`src/rtl/dynode_arb_pkg.sv`:
```
// Shared types and the round-robin search for the dynode trigger arbiter.
// Slot records carry a fixed-width age field; users truncate to their AGE_W.
package dynode_arb_pkg;

  localparam int OFFSET_W = 6;
  localparam int AGE_WM   = 16;
  localparam int MAX_CH   = 16;

  typedef struct packed {
    logic                valid;
    logic [OFFSET_W-1:0] offset;
    logic [AGE_WM-1:0]   age;
    logic                coinc;
  } slot_t;

  typedef struct packed {
    logic       found;
    logic [3:0] idx;
  } rr_t;

  // First set bit of req searching upward from ptr+1, wrapping modulo n.
  function automatic rr_t rr_next(
    input logic [MAX_CH-1:0] req,
    input logic [3:0]        ptr,
    input int                n
  );
    rr_t r;
    int  j;
    r = '0;
    for (int k = 1; k <= MAX_CH; k++) begin
      j = (int'(ptr) + k) % n;
      if (k <= n && !r.found && req[4'(j)]) begin
        r.found = 1'b1;
        r.idx   = 4'(j);
      end
    end
    return r;
  endfunction

endpackage

```
`src/rtl/dynode_arb_slot.sv`:
```
// One channel: pending slot, age, holdoff and saturating drop counter.
// Coincidence ports exist only when DYNODE_ARB_COINC_EN is defined.
module dynode_arb_slot
  import dynode_arb_pkg::*;
#(
  parameter int AGE_W  = 4,
  parameter int DROP_W = 8
) (
  input  logic                clk,
  input  logic                reset,
  input  logic                strobe,
  input  logic [OFFSET_W-1:0] offset,
  input  logic [AGE_W-1:0]    holdoff,
  input  logic [AGE_W-1:0]    max_age,
  input  logic                clear_counts,
  input  logic                grant,
`ifdef DYNODE_ARB_COINC_EN
  input  logic                coinc,
  output logic                hit,
`endif
  output logic                full,
  output slot_t               slot,
  output logic [DROP_W-1:0]   drop_count
);

  logic [AGE_W-1:0]  hold_cnt;
  logic [AGE_WM-1:0] age_top;
  logic [AGE_WM-1:0] age_lim;
  logic              accept;
  logic              take;
  logic              lost;
  logic              expire;
  logic [1:0]        inc;
  logic [DROP_W:0]   sum;

  assign age_top = AGE_WM'({AGE_W{1'b1}});
  assign age_lim = AGE_WM'(max_age);
  assign accept  = strobe && (hold_cnt == '0);
  assign full    = slot.valid;
  assign expire  = slot.valid && !grant &&
                   (max_age != '0) && (slot.age == age_lim);
  // A slot being granted this tick can take a new word.
  assign take    = accept && (!slot.valid || grant);
  assign lost    = accept && slot.valid && !grant;
  assign inc     = {1'b0, lost} + {1'b0, expire};
  assign sum     = {1'b0, drop_count} + (DROP_W+1)'(inc);

`ifdef DYNODE_ARB_COINC_EN
  assign hit = accept;
`endif

  always_ff @(posedge clk) begin
    if (reset) begin
      slot       <= '0;
      hold_cnt   <= '0;
      drop_count <= '0;
    end else begin
      if (accept)
        hold_cnt <= holdoff;
      else if (hold_cnt != '0)
        hold_cnt <= hold_cnt - 1'b1;

      if (take) begin
        slot.valid  <= 1'b1;
        slot.offset <= offset;
        slot.age    <= '0;
`ifdef DYNODE_ARB_COINC_EN
        slot.coinc  <= coinc;
`else
        slot.coinc  <= 1'b0;
`endif
      end else if (grant || expire) begin
        slot <= '0;
      end else if (slot.valid && slot.age != age_top) begin
        slot.age <= slot.age + 1'b1;
      end

      if (clear_counts)
        drop_count <= '0;
      else if (inc != 2'd0)
        drop_count <= sum[DROP_W] ? '1 : sum[DROP_W-1:0];
    end
  end

endmodule

```
`src/rtl/dynode_trigger_arbiter.sv`:
```
// Round-robin serialiser of per-channel dynode trigger words.
// Define DYNODE_ARB_COINC_EN to add the trig_coinc output.
module dynode_trigger_arbiter
  import dynode_arb_pkg::*;
#(
  parameter int NCH    = 4,
  parameter int CW     = $clog2(NCH),
  parameter int AGE_W  = 4,
  parameter int DROP_W = 8
) (
  input  logic                  clk,
  input  logic                  reset,
  input  logic [NCH-1:0]        single,
  input  logic [6*NCH-1:0]      offset,
  input  logic [NCH-1:0]        chan_enable,
  input  logic [AGE_W-1:0]      holdoff,
  input  logic [AGE_W-1:0]      max_age,
  input  logic                  clear_counts,
  output logic                  trig_valid,
  input  logic                  trig_ready,
  output logic [CW-1:0]         trig_chan,
  output logic [5:0]            trig_offset,
  output logic [AGE_W-1:0]      trig_age,
  output logic [DROP_W*NCH-1:0] drop_count
`ifdef DYNODE_ARB_COINC_EN
  ,
  output logic                  trig_coinc
`endif
);

  slot_t           slots [NCH];
  logic [NCH-1:0]  full;
  logic [NCH-1:0]  grant;
  logic [CW-1:0]   rr_ptr;
  logic [CW-1:0]   sel;
  logic            advance;
  rr_t             pick;

  assign advance = !trig_valid || trig_ready;
  assign pick    = rr_next(MAX_CH'(full), 4'(rr_ptr), NCH);
  assign sel     = CW'(pick.idx);

  always_comb begin
    grant = '0;
    if (advance && pick.found)
      grant[sel] = 1'b1;
  end

`ifdef DYNODE_ARB_COINC_EN
  logic [NCH-1:0] hit;
  logic [NCH-1:0] coinc;

  // A capture is coincident when any other channel accepted a strobe.
  always_comb begin
    coinc = '0;
    for (int i = 0; i < NCH; i++)
      coinc[i] = |(hit & ~(NCH'(1) << i));
  end
`endif

  for (genvar i = 0; i < NCH; i++) begin : g_slot
    dynode_arb_slot #(
      .AGE_W  (AGE_W),
      .DROP_W (DROP_W)
    ) u_slot (
      .clk          (clk),
      .reset        (reset),
      .strobe       (single[i] && chan_enable[i]),
      .offset       (offset[OFFSET_W*i +: OFFSET_W]),
      .holdoff      (holdoff),
      .max_age      (max_age),
      .clear_counts (clear_counts),
      .grant        (grant[i]),
`ifdef DYNODE_ARB_COINC_EN
      .coinc        (coinc[i]),
      .hit          (hit[i]),
`endif
      .full         (full[i]),
      .slot         (slots[i]),
      .drop_count   (drop_count[DROP_W*i +: DROP_W])
    );
  end

  always_ff @(posedge clk) begin
    if (reset) begin
      trig_valid  <= 1'b0;
      trig_chan   <= '0;
      trig_offset <= '0;
      trig_age    <= '0;
      rr_ptr      <= CW'(NCH-1);
`ifdef DYNODE_ARB_COINC_EN
      trig_coinc  <= 1'b0;
`endif
    end else if (advance) begin
      trig_valid <= pick.found;
      if (pick.found) begin
        trig_chan   <= sel;
        trig_offset <= slots[sel].offset;
        trig_age    <= AGE_W'(slots[sel].age);
        rr_ptr      <= sel;
`ifdef DYNODE_ARB_COINC_EN
        trig_coinc  <= slots[sel].coinc;
`endif
      end
    end
  end

endmodule
```
`config.mk`:
```
export PLATFORM = sky130hd
export DESIGN_NAME = dynode_trigger_arbiter
export DESIGN_NICKNAME = d
export VERILOG_FILES = /design/src/rtl/dynode_arb_pkg.sv /design/src/rtl/dynode_arb_slot.sv /design/src/rtl/dynode_trigger_arbiter.sv
export SDC_FILE = /design/constraint.sdc
export NUM_CORES = 1
export LEC_CHECK = 0
export ABC_CLOCK_PERIOD_IN_PS = 4200
export BUFFER_PORTS_ARGS = -buffer_cell sky130_fd_sc_hd__buf_2
export CAP_MARGIN = 20
export CELL_PAD_IN_SITES_DETAIL_PLACEMENT = 1
export CELL_PAD_IN_SITES_GLOBAL_PLACEMENT = 2
export CORE_MARGIN = 2
export CORE_UTILIZATION = 37
export CTS_CLUSTER_SIZE = 14
export DETAILED_ROUTE_END_ITERATION = 16
export GPL_TIMING_DRIVEN = 0
export HOLD_SLACK_MARGIN = 0.02
export PLACE_DENSITY_LB_ADDON = 0.1
export SKIP_CTS_REPAIR_TIMING = 1
export SKIP_LAST_GASP = 1
export SLEW_MARGIN = 5
export SYNTH_ARGS = -nofsm -noshare
export SYNTH_HDL_FRONTEND = slang
export SYNTH_HIERARCHICAL = 1
export SYNTH_SLANG_ARGS = --single-unit
```
`constraint.sdc`:
```
create_clock -name clk -period 4.2 [get_ports clk]
set_clock_uncertainty 0.15 [all_clocks]
set_input_delay 0.84 -clock clk [delete_from_list [all_inputs] [get_ports clk]]
set_output_delay 0.84 -clock clk [all_outputs]
set_load 0.02 [all_outputs]
```
Yosys cells after proc, flatten, opt, wreduce, memory -nomap -nowiden
Index checks and enable logic that the tools add are counted.

$add $sub $neg: 20. $lt $le $gt $ge: 7. Equal/unequal tests: 8. Multiplexer cells: 50. Bitwise gates (word level): 5. Reduce and logical (&&, ||, !) cells: 93.

Operator list (count): $mux 16 (8); $mux 24 (4); $add 16x1->16 const B (4); $eq 16x4->1 (4); $ne 16x4->1 const B (4); $bmux 24 s2 (1); $mux 23 (2); $logic_and 1x1->1 (41); $add 8x2->9 (4); $mux 4 (9); $mux 8 (4); $mux 7 (4); $lt 3x6->1 const B (4); $reduce_bool 2->1 (12); $mux 5 (4); $reduce_bool 4->1 (5); $logic_not 4->1 (4); $sub 4x1->4 const B (4); $bmux 1 s3 (4); $logic_not 1->1 (12); $reduce_or 3->1 (4); $reduce_or 2->1 (5); $logic_or 1x1->1 (9); $mux 1 (9); 10 further kinds (18).

Flip-flop bits (word level): 155. Input bits: 44. Output and inout bits: 45. Logic and storage cells: 208.

Logic depth before layout (Yosys ltp)
Gate-level depths: netlist of the first run.

Depth after elaboration: 28. Gate-level depth with buffers: 18. Depth with buffers taken out: 16.

Hierarchy
The synthesis of the first run kept the hierarchy.

By module, submodules not included: dynode_arb_slot (g_slot[0].u_slot ...) (instances 3, cells an instance 211, area each 1916.8 um^2, sequential area each 700.7 um^2); dynode_arb_slot (g_slot[2].u_slot) (instances 1, cells an instance 214, area each 1838.0 um^2, sequential area each 700.7 um^2); dynode_trigger_arbiter (instances 1, cells an instance 107, area each 1004.7 um^2, sequential area each 300.3 um^2).

Worst setup path before layout of the first run
Ideal clock, no wire load.

Path type: input-to-reg. Start point: input port trig_ready. End point: register g_slot[0].u_slot.drop_count[0]. Setup time: 0.070 ns. Arrival: 3.661 ns. Required time: 3.980 ns. Setup slack: 0.319 ns. Cell stages on the path: 16. Buffers on the path: 2. Path through: nor2b_1 -> a21oi_1 -> clkbuf_1 -> nand2_1 -> nor2_1 -> nand2b_1 -> nor3_1 -> o2111a_2 -> buf_4 -> ha_1 -> ha_1 -> inv_1 -> fa_1 -> nor3_1 -> nand3_1 -> a21oi_1.

Cells in the longest elaborated chain, start to end: 10. Elaborated cells on any way between the ends: 12. Those cells by class: add/sub: 2; mux: 2; reduce/logical: 8.

Ends and longest elaborated chain: from (decl) (line dynode_trigger_arbiter.sv:20) `input logic trig_ready,`; $logic_or 1x1->1 (*) (line dynode_trigger_arbiter.sv:39) `assign advance = !trig_valid || trig_ready;`; $logic_and 1x1->1 (*) (line dynode_trigger_arbiter.sv:45) `if (advance && pick.found)`; $mux 4 (*) (line dynode_trigger_arbiter.sv:45); net grant[0] (line dynode_trigger_arbiter.sv:33) `logic [NCH-1:0] grant;`; $logic_not 1->1 (*) (line dynode_arb_slot.sv:40, dynode_arb_slot.sv:44); $logic_and 1x1->1 (2 in series) (line dynode_arb_slot.sv:40) `assign expire = slot.valid && !grant &&`; $logic_and 1x1->1 (line dynode_arb_slot.sv:41) `(max_age != '0) && (slot.age == age_lim);`; $add 1x1->2 (*) (line dynode_arb_slot.sv:45) `assign inc = {1'b0, lost} + {1'b0, expire};`; $add 8x2->9 (line dynode_arb_slot.sv:46) `assign sum = {1'b0, drop_count} + (DROP_W+1)'(inc);`; $mux 8 (line dynode_arb_slot.sv:81) `drop_count <= sum[DROP_W] ? '1 : sum[DROP_W-1:0];`; to (signal assigned) (line dynode_arb_slot.sv:81); to (decl) (line dynode_arb_slot.sv:23) `output logic [DROP_W-1:0] drop_count`.

Mark *: on every way through the listed nets, which the timed path passes. The rest lies on a longest branch. A chain may end at the register's enable or synchronous reset.

Worst setup path in the final report of the first run
Start point: register g_slot[1].u_slot.slot, in the netlist g_slot[1].u_slot/full. End point: register g_slot[1].u_slot.drop_count[2].

Cells in the longest elaborated chain, start to end: 25. Elaborated cells on any way between the ends: 39. Those cells by class: add/sub: 2; order compare: 2; mux: 20; reduce/logical: 15.

Ends and longest elaborated chain: from (decl) (line dynode_arb_slot.sv:22) `output slot_t slot,`; $bmux 1 s3 (line dynode_arb_pkg.sv:32) `if (k <= n && !r.found && req[4'(j)]) begin`; $mux 1 (implied by the code) (2 in series) (line dynode_arb_pkg.sv:32); $mux 5 (line dynode_arb_pkg.sv:32); $logic_not 1->1 (line dynode_arb_pkg.sv:32); $logic_and 1x1->1 (line dynode_arb_pkg.sv:32); $mux 5 (line dynode_arb_pkg.sv:32); $logic_not 1->1 (line dynode_arb_pkg.sv:32); $logic_and 1x1->1 (line dynode_arb_pkg.sv:32); [... 8 more ...]; $mux 4 (*) (line dynode_trigger_arbiter.sv:45); net grant[1] (line dynode_trigger_arbiter.sv:33); $logic_not 1->1 (*) (line dynode_arb_slot.sv:40, dynode_arb_slot.sv:44); $logic_and 1x1->1 (2 in series) (line dynode_arb_slot.sv:40); $logic_and 1x1->1 (line dynode_arb_slot.sv:41); $add 1x1->2 (*) (line dynode_arb_slot.sv:45); $add 8x2->9 (line dynode_arb_slot.sv:46); $mux 8 (line dynode_arb_slot.sv:81); to (signal assigned) (line dynode_arb_slot.sv:81); to (decl) (line dynode_arb_slot.sv:23).

Mark *: on every way through the listed nets, which the timed path passes. The rest lies on a longest branch. The select of a mux whose other input is x is not followed.

==> results of run 1 <==
==> critical path: cells and delay by family (launching register included) <==
kind,cells,cell delay (ns)
AO/OA/AOI/OAI,3,0.54
AND/OR/NAND/NOR,7,1.43
flip-flops,1,0.43
buffers and inverters,3,0.43
adder cells (fa/ha/maj),3,0.88
==> worst max path at each step <==
stage	start	to	slack [ns]
after floorplan	trig_ready	g_slot[0].u_slot/drop_count[0]	0.32
after global placement	trig_ready	g_slot[1].u_slot/drop_count[3]	-0.78
after detailed placement	trig_ready	g_slot[1].u_slot/drop_count[1]	-0.79
after CTS	g_slot[2].u_slot/full	g_slot[1].u_slot/drop_count[1]	-0.54
after global routing	g_slot[1].u_slot/full	g_slot[2].u_slot/drop_count[4]	-0.03
final	g_slot[1].u_slot/full	g_slot[1].u_slot/drop_count[2]	0.27
==> routing by layer <==
metal	global-route usage, %	vias to the layer above	routed length [um]
met2	34.51	75	11550
met3	3.306	13	771
li1	-	3663	-
met4	4.980	0	210
met5	0	-	0
met1	25.98	3469	10680
==> stage by stage <==
| stage | util [%] | std cells | setup WS [ns] |
|---|---|---|---|
| floorplan | - | 942 | 0.3192 |
| CTS | 43.86 | 1348 | -0.5412 |
| global placement | 41.14 | 1315 | -0.7774 |
| finish | 44.37 | 1355 | 0.2723 |
| detailed placement | 41.17 | 1316 | -0.7860 |
| global route | 44.35 | 1354 | -0.02659 |
==> sequential cells by signal, summed over array words and instances (netlist names) <==
signal and cells:
g_slot.u_slot/drop_count 32, rr_ptr 2, trig_chan 2, g_slot.u_slot/full 4, trig_age 4, trig_offset 6
g_slot.u_slot/hold_cnt 16, g_slot.u_slot/slot 88, trig_valid 1
==> power by group <==
part           switching (W)  internal (W)  total (W)  leakage (nW)
Clock               0.000656      0.000955    0.00161         0.290
Sequential          0.000155       0.00162    0.00177          1.26
Combinational       0.000673      0.000456    0.00113          2.26
Total                0.00148       0.00303    0.00451          3.80
==> final cells by class <==
type | instances | area [um^2]
Antenna cell | 1 | 2.502
Buffer | 35 | 221.5
Clock buffer | 19 | 442.9
Clock inverter | 13 | 166.4
Fill cell | 2662 | 12600
Inverter | 64 | 240.2
Multi-Input combinational cell | 688 | 5020
Sequential cell | 155 | 3107
Tap cell | 285 | 356.6
Timing Repair Buffer | 95 | 488.0
==> summary by stage, run 1 <==
Status
The run finished with clean final reports.

STA
The count of final max-slew check failures came to 0. The relative slew slack is roughly 52%. The accumulated negative setup slack is 0 ns.

The post-layout minimum cycle time is ~3.9 ns. Of the available clock period, the critical path in the final layout requires roughly 94%. Static timing analysis puts the maximum clock frequency at 254.6 MHz. Final hold analysis gives a worst-case slack of approximately 0.32 ns. The final-report hold violation count is 0. The total of endpoints with negative setup slack in the final report is 0. For the pin with the worst max-slew slack, the measured transition is about 0.71 ns.

Route
Dividing the detail-routed via count by the number of cells gives between 5 and 6. The routed layout has just over 7,000 vias. The routed wire length is between 20 and 25 mm.

The count of unresolved DRC violations after routing is 0. The pre-antenna-repair detailed-routing pass consisted of 4 iterations. The routed wirelength normalized by instance count is roughly 17 um.

The first-iteration detailed-routing DRC count is approximately 250. The final antenna-violating net count is 0.

Cells and area
In the final layout, the share of cells above drive strength 1 is between 20% and 30%. The most common cell after layout, fill and taps aside is dfxtp_1. Compared with the post-synthesis result, the final layout area differs by 17.92%. The top cell types in the final layout, fill and taps aside, are dfxtp_1, buf_2, nor3_1, inv_1, nand2_1. With fillers left out, the area of the finished cells amounts to roughly 0.01 mm^2.

The final-stage net count is around 1,100.

CTS
The clock passes through at most 2 buffers. The clock tree from TritonCTS is built. The clock transition at the registers of the reported paths is approximately 0.070 ns. The maximum level of the CTS H-tree is 4. CTS saw between 150 and 200 sinks. Clock tree synthesis selected as its root buffer the cell clkbuf_16.

TritonCTS created 17 clock buffers. The later pin in the worst-skew pair is clocked with a latency of ~0.43 ns.

Placed design
At the end of routability-driven placement, the weighted congestion stood at just under 0.8. Detailed placement finished with a half-perimeter wire length of between 15 and 20 mm. The placed instance area is between 0.009 and 0.01 mm^2. The count of port buffers added during placement is 88.

Min path
In this run the most critical hold path is launched from g_slot[3].u_slot/slot[17]. The class of the tightest hold or removal check is reg -> reg. The count of cells along the worst hold path is 2. The endpoint with the worst hold slack is g_slot[3].u_slot/slot[17].

Logic synthesis
Averaged over all synthesized cells, the footprint is 9.043 um^2. The gate count after technology mapping is 942. The number of nets in the synthesized netlist is 1,018. The Yosys warning count is 6. The mapped netlist covers 0.008518 mm^2.

Global routing
The number of antenna violations at the first check in global routing came to 2. The first global-routing pass estimated about 39 mm of wire. Across every metal layer, demand over resource in global routing totals approximately 20%. The via count of the first global-routing pass is between 7,000 and 8,000. Entering global routing, the biggest net connects 17 pins. The total overflow left after global routing is 0.

Floorplanning
The total area inside the core boundary comes to around 0.023 mm^2. Once the floorplan was initialized, standard cells occupied 37.62% of the core. The floorplan has 55 rows. The die covers about 0.024 mm^2. The vertical die dimension is around 160 um.

The floorplan die width is 155.7 um. The I/O pin count is 89.

Critical path
STA classifies the critical path endpoint as a flip-flop. The critical path goes through nor2b_1 > o21bai_2 > and2_1 > buf_4 > nor2_1 > nand2b_1 > nor3_1 > o2111a_2 > buf_4 > ha_1 > ha_1 > inv_1 > fa_1 > nor3_2 > nand3_2 > a21oi_1. The setup check on the worst reg-to-reg path leaves a slack of between 0.2 and 0.3 ns.

The startpoint identified for the worst register-to-register timing path is g_slot[1].u_slot/full. For the worst setup path, the data required time is 4.41 ns. The worst setup path is launched from a flip-flop. The endpoint identified for the worst register-to-register timing path is g_slot[1].u_slot/drop_count[2]. The delay contributed by the slowest stage of the critical path is between 0.4 and 0.5 ns.

For the worst flop-to-flop path, the logic depth is 16. The slowest stage of the critical path belongs to the cell dfxtp_1. Along the worst path, the maximum fanout reaches 10.

The worst setup path is of the reg -> reg kind. For the worst setup path, the data arrival time is around 4.1 ns.

Power
The maximum resistive drop on vdd is between 0.00015 and 0.0002 V. The total power consumption of the routed design is roughly 0.0045 W. The static leakage is between 3 and 4 nW.

For this design the ratio of total power to cell area is 449.3 mW/mm^2.

Flow run
Across the run, the number of max-cap violations was 0.
Note: power is estimated with default switching activity, not from simulation.
==> inputs of run 2 (changes only) <==
- ABC_AREA: unset -> 1
- BUFFER_PORTS_ARGS: -buffer_cell sky130_fd_sc_hd__buf_2 -> -buffer_cell sky130_fd_sc_hd__buf_4
- CORE_UTILIZATION: 37 -> 33
==> run 2 against run 1 <==
Synthesized cell count increased by 73%. Design area increased by 24%. Wire length increased by 34%. Sequential power about the same. Global-route usage decreased by 0.57 points. Sequential share of layout area decreased by 6.0 points. Count of clock-buffer cells in the layout unchanged. Power increased by 36%. First-iteration DRC count increased by 45%. Hold slack improved by 0.0033 ns.
==> summary by stage, run 2 <==
Critical path
The reg2reg setup slack came to 0.17 ns (-0.10 ns). The cell that appears most often on the critical path is nand2_2. The required time at the worst-slack endpoint was 4.43 ns (+0.02 ns). The worst-path maximum fanout came to 7 (-3). The type of element launching the critical path is a flip-flop. The sort of element at the end of the critical path is a flip-flop. The delay contributed by the slowest stage of the critical path is 0.34 ns (-0.09 ns).

The arrival time at the worst endpoint is 4.26 ns (+0.12 ns). For this design, the slowest cell found on the critical path is dfxtp_2. The critical path is of the reg -> reg type.

Route
The routed wire length is 31.20 mm (+34%). The first-iteration detailed-routing DRC count is 357 (+45%). The via density per instance came to 4.629 (-13%). The final antenna-violating net count was 0 (unchanged). The overall via count from detail_route is 10,041 (+39%). The routed wirelength normalized by instance count was 14.38 um (-16%). The total iterations of the first detailed-routing run is 4 (unchanged). The count of unresolved DRC violations after routing was 0 (unchanged).

Power
The total power divided by cell area is 493.1 mW/mm^2 (+9.7%). The static leakage is 5.588 nW (+47%). The maximum resistive drop on vdd is 0.0003901 V (+120%).

Global routing
The global-route met1 utilization is 25.57% (-0.41 points). The via count of the first global-routing pass is 10,151 (+39%). The met3 capacity usage during global routing is 3.254% (-0.052 points).

The all-layer global routing usage is 19.40% (-0.57 points). In this run the most used layer during global routing was met2. The number of antenna violations at the first check in global routing is 0 (-2). The largest net degree at the start of global routing came to 17 (unchanged).

The total congestion overflow is 0 (unchanged). The global-route track usage on met2 is 32.96% (-1.6 points). The global-route wire length before repair is 51.30 mm (+33%).

CTS
The clock transition at the registers of the reported paths was 0.07 ns (about the same). The maximum level of the CTS H-tree came to 4 (unchanged). The CTS root buffer is clkbuf_16. The latest clock arrival within the worst-skew pair is 0.45 ns (+0.02 ns). The buffer depth of the longest clock path is 2 (unchanged). The clock tree from TritonCTS is built. The count of clock tree sinks is 155 (unchanged). The number of buffers inserted during clock tree synthesis is 17 (unchanged).

Cells and area
The flip-flop count of the largest register, all copies and words added is 88 (unchanged). The most common cell after layout, fill and taps aside is nand2_1. The number of inserted diodes is 0 (-1). The area growth from synthesis to final layout is 21.57%. The final-stage net count is 1,836 (+62%).

The top cell types in the final layout, fill and taps aside, are nand2_1, inv_1, nor2_1, dfxtp_1, buf_4. The largest registers in the layout are g_slot.u_slot/slot: 88 flops, g_slot.u_slot/drop_count: 32 flops, g_slot.u_slot/hold_cnt: 16 flops. Ranked by flip-flop count, first place goes to g_slot.u_slot/slot.

The ratio of cells with drive above 1 in the final layout is 18.10% (-3.9 points).

Flow run
The count of max-cap constraint violations was 0 (unchanged).

Placed design
The global placement routability congestion was 0.8024 (+2.0%). The count of port buffers added during placement is 88 (unchanged). The half-perimeter wire length of the detailed placement result is 23.99 mm (+39%).

STA
The highest clock rate came to 248.2 MHz (-2.5%). The total of endpoints with negative setup slack in the final report was 0 (unchanged). The post-layout minimum cycle time came to 4.029 ns (+0.1011 ns). The count of final max-slew check failures is 0 (unchanged).

The transition at the pin with the smallest max-transition slack is 0.5410 ns (-0.1692 ns). The relative slew slack came to 63.60% (+11 points). The final-report hold violation count is 0 (unchanged). The portion of the clock cycle consumed by the worst path in the final layout is 95.92% (+2.4 points). The final worst hold slack was 0.3208 ns (+0.003325 ns). The accumulated negative setup slack is 0 ns (unchanged).

Logic synthesis
The synthesized area per cell came to 6.311 um^2 (-30%). The netlist area before placement is 0.01026 mm^2 (+20%). The post-synth net total came to 1,701 (+67%). The Yosys warning count was 6 (unchanged).

The gate count after technology mapping is 1,625 (+73%).

Min path
The tightest min-delay check is of the reg -> reg type.

Floorplanning
The core box area was 0.03059 mm^2 (+35%). The starting density of the core is 33.53% (-4.1 points). The die footprint is 0.03250 mm^2 (+34%).

The vertical die dimension was 180.3 um (+16%). The number of rows created at floorplan is 64 (+16%). The floorplan die width is 180.3 um (+16%). The I/O pin count was 89 (unchanged).

Status
The run finished with clean final reports.
## run 2: changes by cell type in the layout (fill, tap and decap cells not counted), sizes merged, moves of 22 or more
cell    previous run  this run
xnor2             40        18
nand3             31       112
buf              112       143
inv               66       262
nor3              92        11
or4               23         0
nand2             62       541
nand4             22        44
nor2              52       268
o31ai             29         0
a211oi            30         0
## run 2: area by class of cell
cell class | instances | area [um^2]
clock inverters | 13 | 168.9
inverters | 262 | 996.0
well taps | 396 | 495.5
flip-flops and latches | 155 | 3114
clock buffers | 19 | 442.9
multi-input cells | 1177 | 6062
plain buffers | 31 | 305.3
repair buffers | 116 | 883.3
fillers | 4056 | 18120
## run 2: per-stage QoR
stage / cells / util (%) / instance area [um^2] / setup slack (ns) / total power, W
global route: 2169 / 40.76 / 12470 / -0.04243 / 0.006627
finish: 2169 / 40.76 / 12470 / 0.1712 / 0.006148
detailed placement: 2109 / 37.31 / 11410 / -0.5356 / 0.004314
floorplan: 1625 / - / 10260 / 0.4451 / 0.003611
CTS: 2141 / 39.31 / 12020 / -0.5848 / 0.006019
global placement: 2109 / 37.31 / 11410 / -0.4534 / 0.004265
## run 2: power by group
group / leakage (nW) / internal [W] / switching [W]
combinational: 4.04 / 0.00103 / 0.00168
sequential: 1.26 / 0.00164 / 0.000142
clock: 0.286 / 0.000955 / 0.000703
total: 5.59 / 0.00362 / 0.00253
## run 2: worst max-delay path, delay by kind of cell (launching register included)
kind                     cells  cell delay [ns]
AO/OA/AOI/OAI                2             0.28
adder cells (fa/ha/maj)      3             0.61
buffers and inverters        8             0.79
flip-flops                   1             0.34
AND/OR/NAND/NOR             16             1.78
## run 2: worst paths after layout
| kind | start | end | cells after the start |
|---|---|---|---|
| worst max register to register | rr_ptr[0] | g_slot[2].u_slot/drop_count[3] | 29 |
| worst min-delay path | g_slot[2].u_slot/slot[18] | g_slot[2].u_slot/slot[18] | 2 |
| worst max-delay path | rr_ptr[0] | g_slot[2].u_slot/drop_count[3] | 29 |
| worst min register to register | g_slot[2].u_slot/slot[18] | g_slot[2].u_slot/slot[18] | 2 |
## run 2: layer usage
layer | share of wire, % | up-vias
met4 | 1.2 | 0
met1 | 48 | 4643
li1 | - | 5290
met5 | 0 | -
met3 | 2.8 | 20
met2 | 48 | 88
